**src/rtl/seq_mul_pkg.sv**
```systemverilog
`default_nettype none
// ============================================================================
// Module   : seq_mul_pkg
// Purpose  : Shared types and constants for the seq_mul sequential multiplier.
// Revision : 1.0  initial release
// ============================================================================
package seq_mul_pkg;

    localparam int MUL_W_DEFAULT = 8;

    typedef enum logic [1:0] {
        IDLE = 2'd0,
        RUN  = 2'd1,
        DONE = 2'd2
    } state_t;

    // Iteration counter width; never narrower than one bit.
    function automatic int cnt_width(input int w);
        return (w > 2) ? $clog2(w) : 1;
    endfunction

endpackage : seq_mul_pkg
`default_nettype wire

```
**src/rtl/seq_mul_add_nbit.sv**
```systemverilog
`default_nettype none
// ============================================================================
// Module   : add_nbit
// Purpose  : Parametrised N-bit ripple-carry adder built from full-adder cells.
// Revision : 1.0  initial release
// ============================================================================
module add_nbit #(
    parameter int N = 16
) (
    input  logic [N-1:0] i_a,
    input  logic [N-1:0] i_b,
    input  logic         i_cin,
    output logic [N-1:0] o_sum,
    output logic         o_cout
);

    logic [N:0] w_carry;

    assign w_carry[0] = i_cin;

    for (genvar i = 0; i < N; i++) begin : g_fa
        assign o_sum[i]     = i_a[i] ^ i_b[i] ^ w_carry[i];
        assign w_carry[i+1] = (i_a[i] & i_b[i]) | (w_carry[i] & (i_a[i] ^ i_b[i]));
    end

    assign o_cout = w_carry[N];

endmodule : add_nbit
`default_nettype wire

```
**src/rtl/seq_mul.sv**
```systemverilog
`default_nettype none
// ============================================================================
// Module   : seq_mul
// Purpose  : Unsigned shift-and-add multiplier, one partial product per clock,
//            valid/ready on both sides. Optional SEQ_MUL_EARLY_EXIT_EN ends
//            the iteration once no multiplier bits remain.
// Revision : 1.0  initial release
// ============================================================================
module seq_mul
    import seq_mul_pkg::*;
#(
    parameter int W = MUL_W_DEFAULT
) (
    input  logic           clk,
    input  logic           rst,
    input  logic           in_valid,
    output logic           in_ready,
    input  logic [W-1:0]   a,
    input  logic [W-1:0]   b,
    output logic           out_valid,
    input  logic           out_ready,
    output logic [2*W-1:0] product,
    output logic           busy
);

    localparam int                C_CNT_W    = cnt_width(W);
    localparam logic [C_CNT_W-1:0] C_LAST_CNT = C_CNT_W'(W - 1);

    state_t               r_state;
    logic [2*W-1:0]       r_acc;
    logic [2*W-1:0]       r_mcand;
    logic [W-1:0]         r_mplier;
    logic [C_CNT_W-1:0]   r_count;

    logic [2*W-1:0]       w_addend;
    logic [2*W-1:0]       w_sum;
    logic                 w_cout_unused;
    logic                 w_last;

    assign w_addend = r_mplier[0] ? r_mcand : '0;

    // The product always fits in 2W bits, so the carry-out is never set.
    add_nbit #(
        .N      (2 * W)
    ) u_add (
        .i_a    (r_acc),
        .i_b    (w_addend),
        .i_cin  (1'b0),
        .o_sum  (w_sum),
        .o_cout (w_cout_unused)
    );

`ifdef SEQ_MUL_EARLY_EXIT_EN
    assign w_last = (r_count == C_LAST_CNT) || ((r_mplier >> 1) == '0);
`else
    assign w_last = (r_count == C_LAST_CNT);
`endif

    always_ff @(posedge clk) begin
        if (rst) begin
            r_state  <= IDLE;
            r_acc    <= '0;
            r_mcand  <= '0;
            r_mplier <= '0;
            r_count  <= '0;
        end else begin
            case (r_state)
                IDLE: begin
                    if (in_valid) begin
                        r_mcand  <= {{W{1'b0}}, a};
                        r_mplier <= b;
                        r_acc    <= '0;
                        r_count  <= '0;
                        r_state  <= RUN;
                    end
                end
                RUN: begin
                    r_acc    <= w_sum;
                    r_mcand  <= r_mcand << 1;
                    r_mplier <= r_mplier >> 1;
                    if (w_last) begin
                        r_state <= DONE;
                    end else begin
                        r_count <= r_count + 1'b1;
                    end
                end
                DONE: begin
                    if (out_ready) begin
                        r_state <= IDLE;
                    end
                end
                default: r_state <= IDLE;
            endcase
        end
    end

    assign in_ready  = (r_state == IDLE);
    assign out_valid = (r_state == DONE);
    assign busy      = (r_state == RUN) || (r_state == DONE);
    assign product   = r_acc;

endmodule : seq_mul
`default_nettype wire

```
**config.mk**
```make
export PLATFORM = sky130hd
export DESIGN_NAME = seq_mul
export DESIGN_NICKNAME = d
export VERILOG_FILES = /design/src/rtl/seq_mul_pkg.sv /design/src/rtl/seq_mul_add_nbit.sv /design/src/rtl/seq_mul.sv
export SDC_FILE = /design/constraint.sdc
export NUM_CORES = 1
export LEC_CHECK = 0
export BUFFER_PORTS_ARGS = -buffer_cell sky130_fd_sc_hd__buf_4
export CORE_AREA = 2 2 79 62
export CTS_BUF_LIST = sky130_fd_sc_hd__clkbuf_4 sky130_fd_sc_hd__clkbuf_8 sky130_fd_sc_hd__clkbuf_16
export CTS_CLUSTER_DIAMETER = 80
export DETAILED_ROUTE_END_ITERATION = 7
export DIE_AREA = 0 0 81 64
export PLACE_DENSITY = 0.76
export SLEW_MARGIN = 20
export SYNTH_ARGS = -nofsm -noshare
export SYNTH_HDL_FRONTEND = slang
export SYNTH_SLANG_ARGS = --single-unit
export TNS_END_PERCENT = 50
```
**constraint.sdc**
```tcl
create_clock -name clk -period 16.35 [get_ports clk]
set_input_delay 1.635 -clock clk [delete_from_list [all_inputs] [get_ports clk]]
set_output_delay 1.635 -clock clk [all_outputs]
set_load 0.02 [all_outputs]
```
==> run metrics <==
status=complete, no violations; IO Pins=39; crit end category=flop; Final TNS setup=0 ps; fin. max-slew vios=0; cell family with most CP delay=adder cells; largest net degree at the start of global routing=46; worst hold path class=flop to flop; Core Rows=21; Final setup viols=0; Synth Warn #=0; CTS tree=yes; total wire length=4640 µm; reg2reg setup slack=about 9000 ps; area grow syn2layout=15.4%; first-pass GRT wire length=a little under 8000 µm; Hold Violations, Final=0; hpwl dp=between 3000 and 4000 µm; worst path cell trace=and2_1, ha_1, inv_1, fa_1, fa_1, fa_1, fa_1, fa_1, fa_1, fa_1, fa_1, fa_1, fa_1, fa_1, fa_1, inv_1, fa_1, inv_1, fa_1, a21boi_0, or4_1, a31oi_1; worst flop-to-flop path startpoint=r_mplier[0]; Crit Reg-Reg Endpoint=product[15]; RSZ-0062 raised after global routing=false; vias in the first global route=about 1700; # DRC=0; GRT Util Overall=0.193; Final Util=0.621; overall power=between 200 and 250 µW; Final period util=0.447; vias per cell=~5.7; post-cts sizing count=0; final std cells w/o fill=~330; Antenna diodes=0; Antenna Nets Post-Route=0; post-synth top area cell=dfxtp_1; top cells by area, synth=dfxtp_1 (38%), fa_1 (12%), mux2i_1 (6.4%); Rel. slew slack=0.511; placed cells=320; Critical Path AT=7540 ps; Post-Syn Instances=between 200 and 250; final worst slack=9040 ps; Worst-Margin Slew=~730 ps; GR Overflow Total=0; Setup crit start=r_mplier[0]; CTS Sinks=45; power per cell area=~80 nW/µm²; clk buf depth=2; IO Port Bufs=38; layout cells sized above 1=0.189; Critical Path Start Type=flop; crit path time final=around 7300 ps; initial core utilization=0.538; Cell Area, Synth=around 2300 µm²; initial antenna violation count=0; core area=4360 µm²; clock slew at reported path FFs=roughly 80 ps; crit path kind=flop to flop; pre-CTS setup slack=9060 ps; Post-CTS Setup Repair Bufs=0; synthesized area per cell=roughly 9.7 µm²; Leak=approximately 0.00096 µW; CTS Hold Buffers Added=0; FF-to-FF path depth=22; Fmax=roughly 140 MHz; slowest cell on the critical path=dfxtp_1; CP bufs+invs=3; Placer Congestion=between 0.7 and 0.8; router iterations before antenna repair=4; Final #Nets=310; H-tree depth=2; CP max FO=18; Die H=64 µm; DR vias=roughly 1900; Yosys cell types=32; Critical Path RT=roughly 17000 ps; CP dominant cell by count=fa_1; DR WL/cell=between 10 and 15 µm; sequential area share after synthesis=0.384; maximum vdd drop=a little over 0.05 mV; clock root buffer=clkbuf_8; Hold EP=r_mplier[7]; hold path startpoint=r_mplier[7]; Synth top area share=0.384; CTS Buf Count=5; hold depth=2; Clock Latency Late Sink=roughly 300 ps; die area=just over 5000 µm²; Syn Nets=roughly 280; Iter 0 DRT Violations=around 100; Yosys reg bits=between 40 and 50; skew final=between 5 and 6 ps; Crit path largest cell delay=690 ps; max-cap violations=0; Die X=approximately 80 µm
[cell type report]
type	count	area [µm²]
Clock buffer	7	90.1
Tap cell	57	71.3
Sequential cell	45	901
Inverter	19	71.3
Multi-Input combinational cell	159	1270
Timing Repair Buffer	40	300
Fill cell	383	1650
[worst max path at each step]
stage / endpoint / slack, ps / cells after the start
3_3_place_gp: product[15] / 9200 / 22
5_1_grt: product[15] / 8710 / 22
2_1_floorplan: product[15] / 9520 / 22
4_1_cts: product[15] / 9050 / 22
3_5_place_dp: product[15] / 9060 / 22
6_report: product[15] / 9040 / 22
[routing by layer]
metal | routed length (µm) | global-route usage | vias to the layer above
met3 | 272 | 0.0438 | 4
met5 | 0 | 0 | -
met4 | 17 | 0.0508 | 0
met1 | 2320 | 0.285 | 894
met2 | 2020 | 0.285 | 46
li1 | - | - | 908
[flip-flops by register name, summed over array words and instances, names as in the netlist]
signal    cells
r_mplier      8
r_mcand      16
r_state       2
product      16
r_count       3
[per-stage QoR]
stage,hold WS [ps],cell area [µm²]
after floorplan,436,2350
final,469,2710
after global placement,452,2620
after detailed placement,456,2620
after global routing,510,2710
after CTS,473,2710
[cells by family after synthesis]
logic type | after synthesis | synth area share
fa+ha+maj | 20 | 0.151
compound gates | 53 | 0.171
buf+inv | 38 | 0.0731
simple gates | 70 | 0.151
flops | 45 | 0.384
mux | 16 | 0.0688
[cell usage in the layout (no fill, tap or decap)]
master / count
and2_1: 3
o211ai_1: 1
a31o_2: 1
fa_1: 14
clkbuf_4: 1
dfxtp_1: 45
a31oi_1: 2
o21ai_0: 4
nand2b_1: 4
nor2_1: 24
clkbuf_8: 6
buf_4: 40
or4_1: 2
a21boi_0: 1
nand4b_1: 2
nor2b_4: 1
o32ai_1: 13
a311oi_1: 1
a32oi_1: 10
a211oi_1: 14
nand4_1: 2
inv_2: 1
a21oi_1: 6
nor2b_1: 14
nand2_1: 16
and3b_1: 1
inv_1: 18
mux2_2: 1
and3_1: 1
mux2i_1: 15
ha_1: 6
[worst register-to-register path: cells and delay by family, from the launching register on]
| kind | cells | cell delay [ps] |
|---|---|---|
| AO/OA/AOI/OAI | 2 | 320 |
| adder cells (fa/ha/maj) | 15 | 5290 |
| buffers and inverters | 3 | 160 |
| flip-flops | 1 | 690 |
| AND/OR/NAND/NOR | 2 | 770 |
[cell usage after synthesis]
cell type and number:
nand4b_1 2, mux2i_1 15, a21boi_0 1, or4_1 2, and3_1 1, a211oi_1 14
a311oi_1 1, nor2_1 24, nand2_1 16, a32oi_1 10, o211ai_1 1, inv_1 18
o32ai_1 13, nand2b_1 4, mux2_2 1, a31oi_1 2, and3b_1 1, a21oi_1 6
buf_4 1, buf_6 2, and2_1 3, buf_2 8, dfxtp_1 45, o21ai_0 4
nand4_1 2, nor2b_4 1, a31o_2 1, ha_1 6, fa_1 14, inv_2 1
nor2b_1 14, clkbuf_1 8
[power breakdown]
group          total [µW]  internal, µW  switching, µW
logic                32.0          12.8           19.2
clock network        70.7          35.2           35.5
registers             119           114           4.27
No activity file was read; power rests on OpenSTA's default activity.
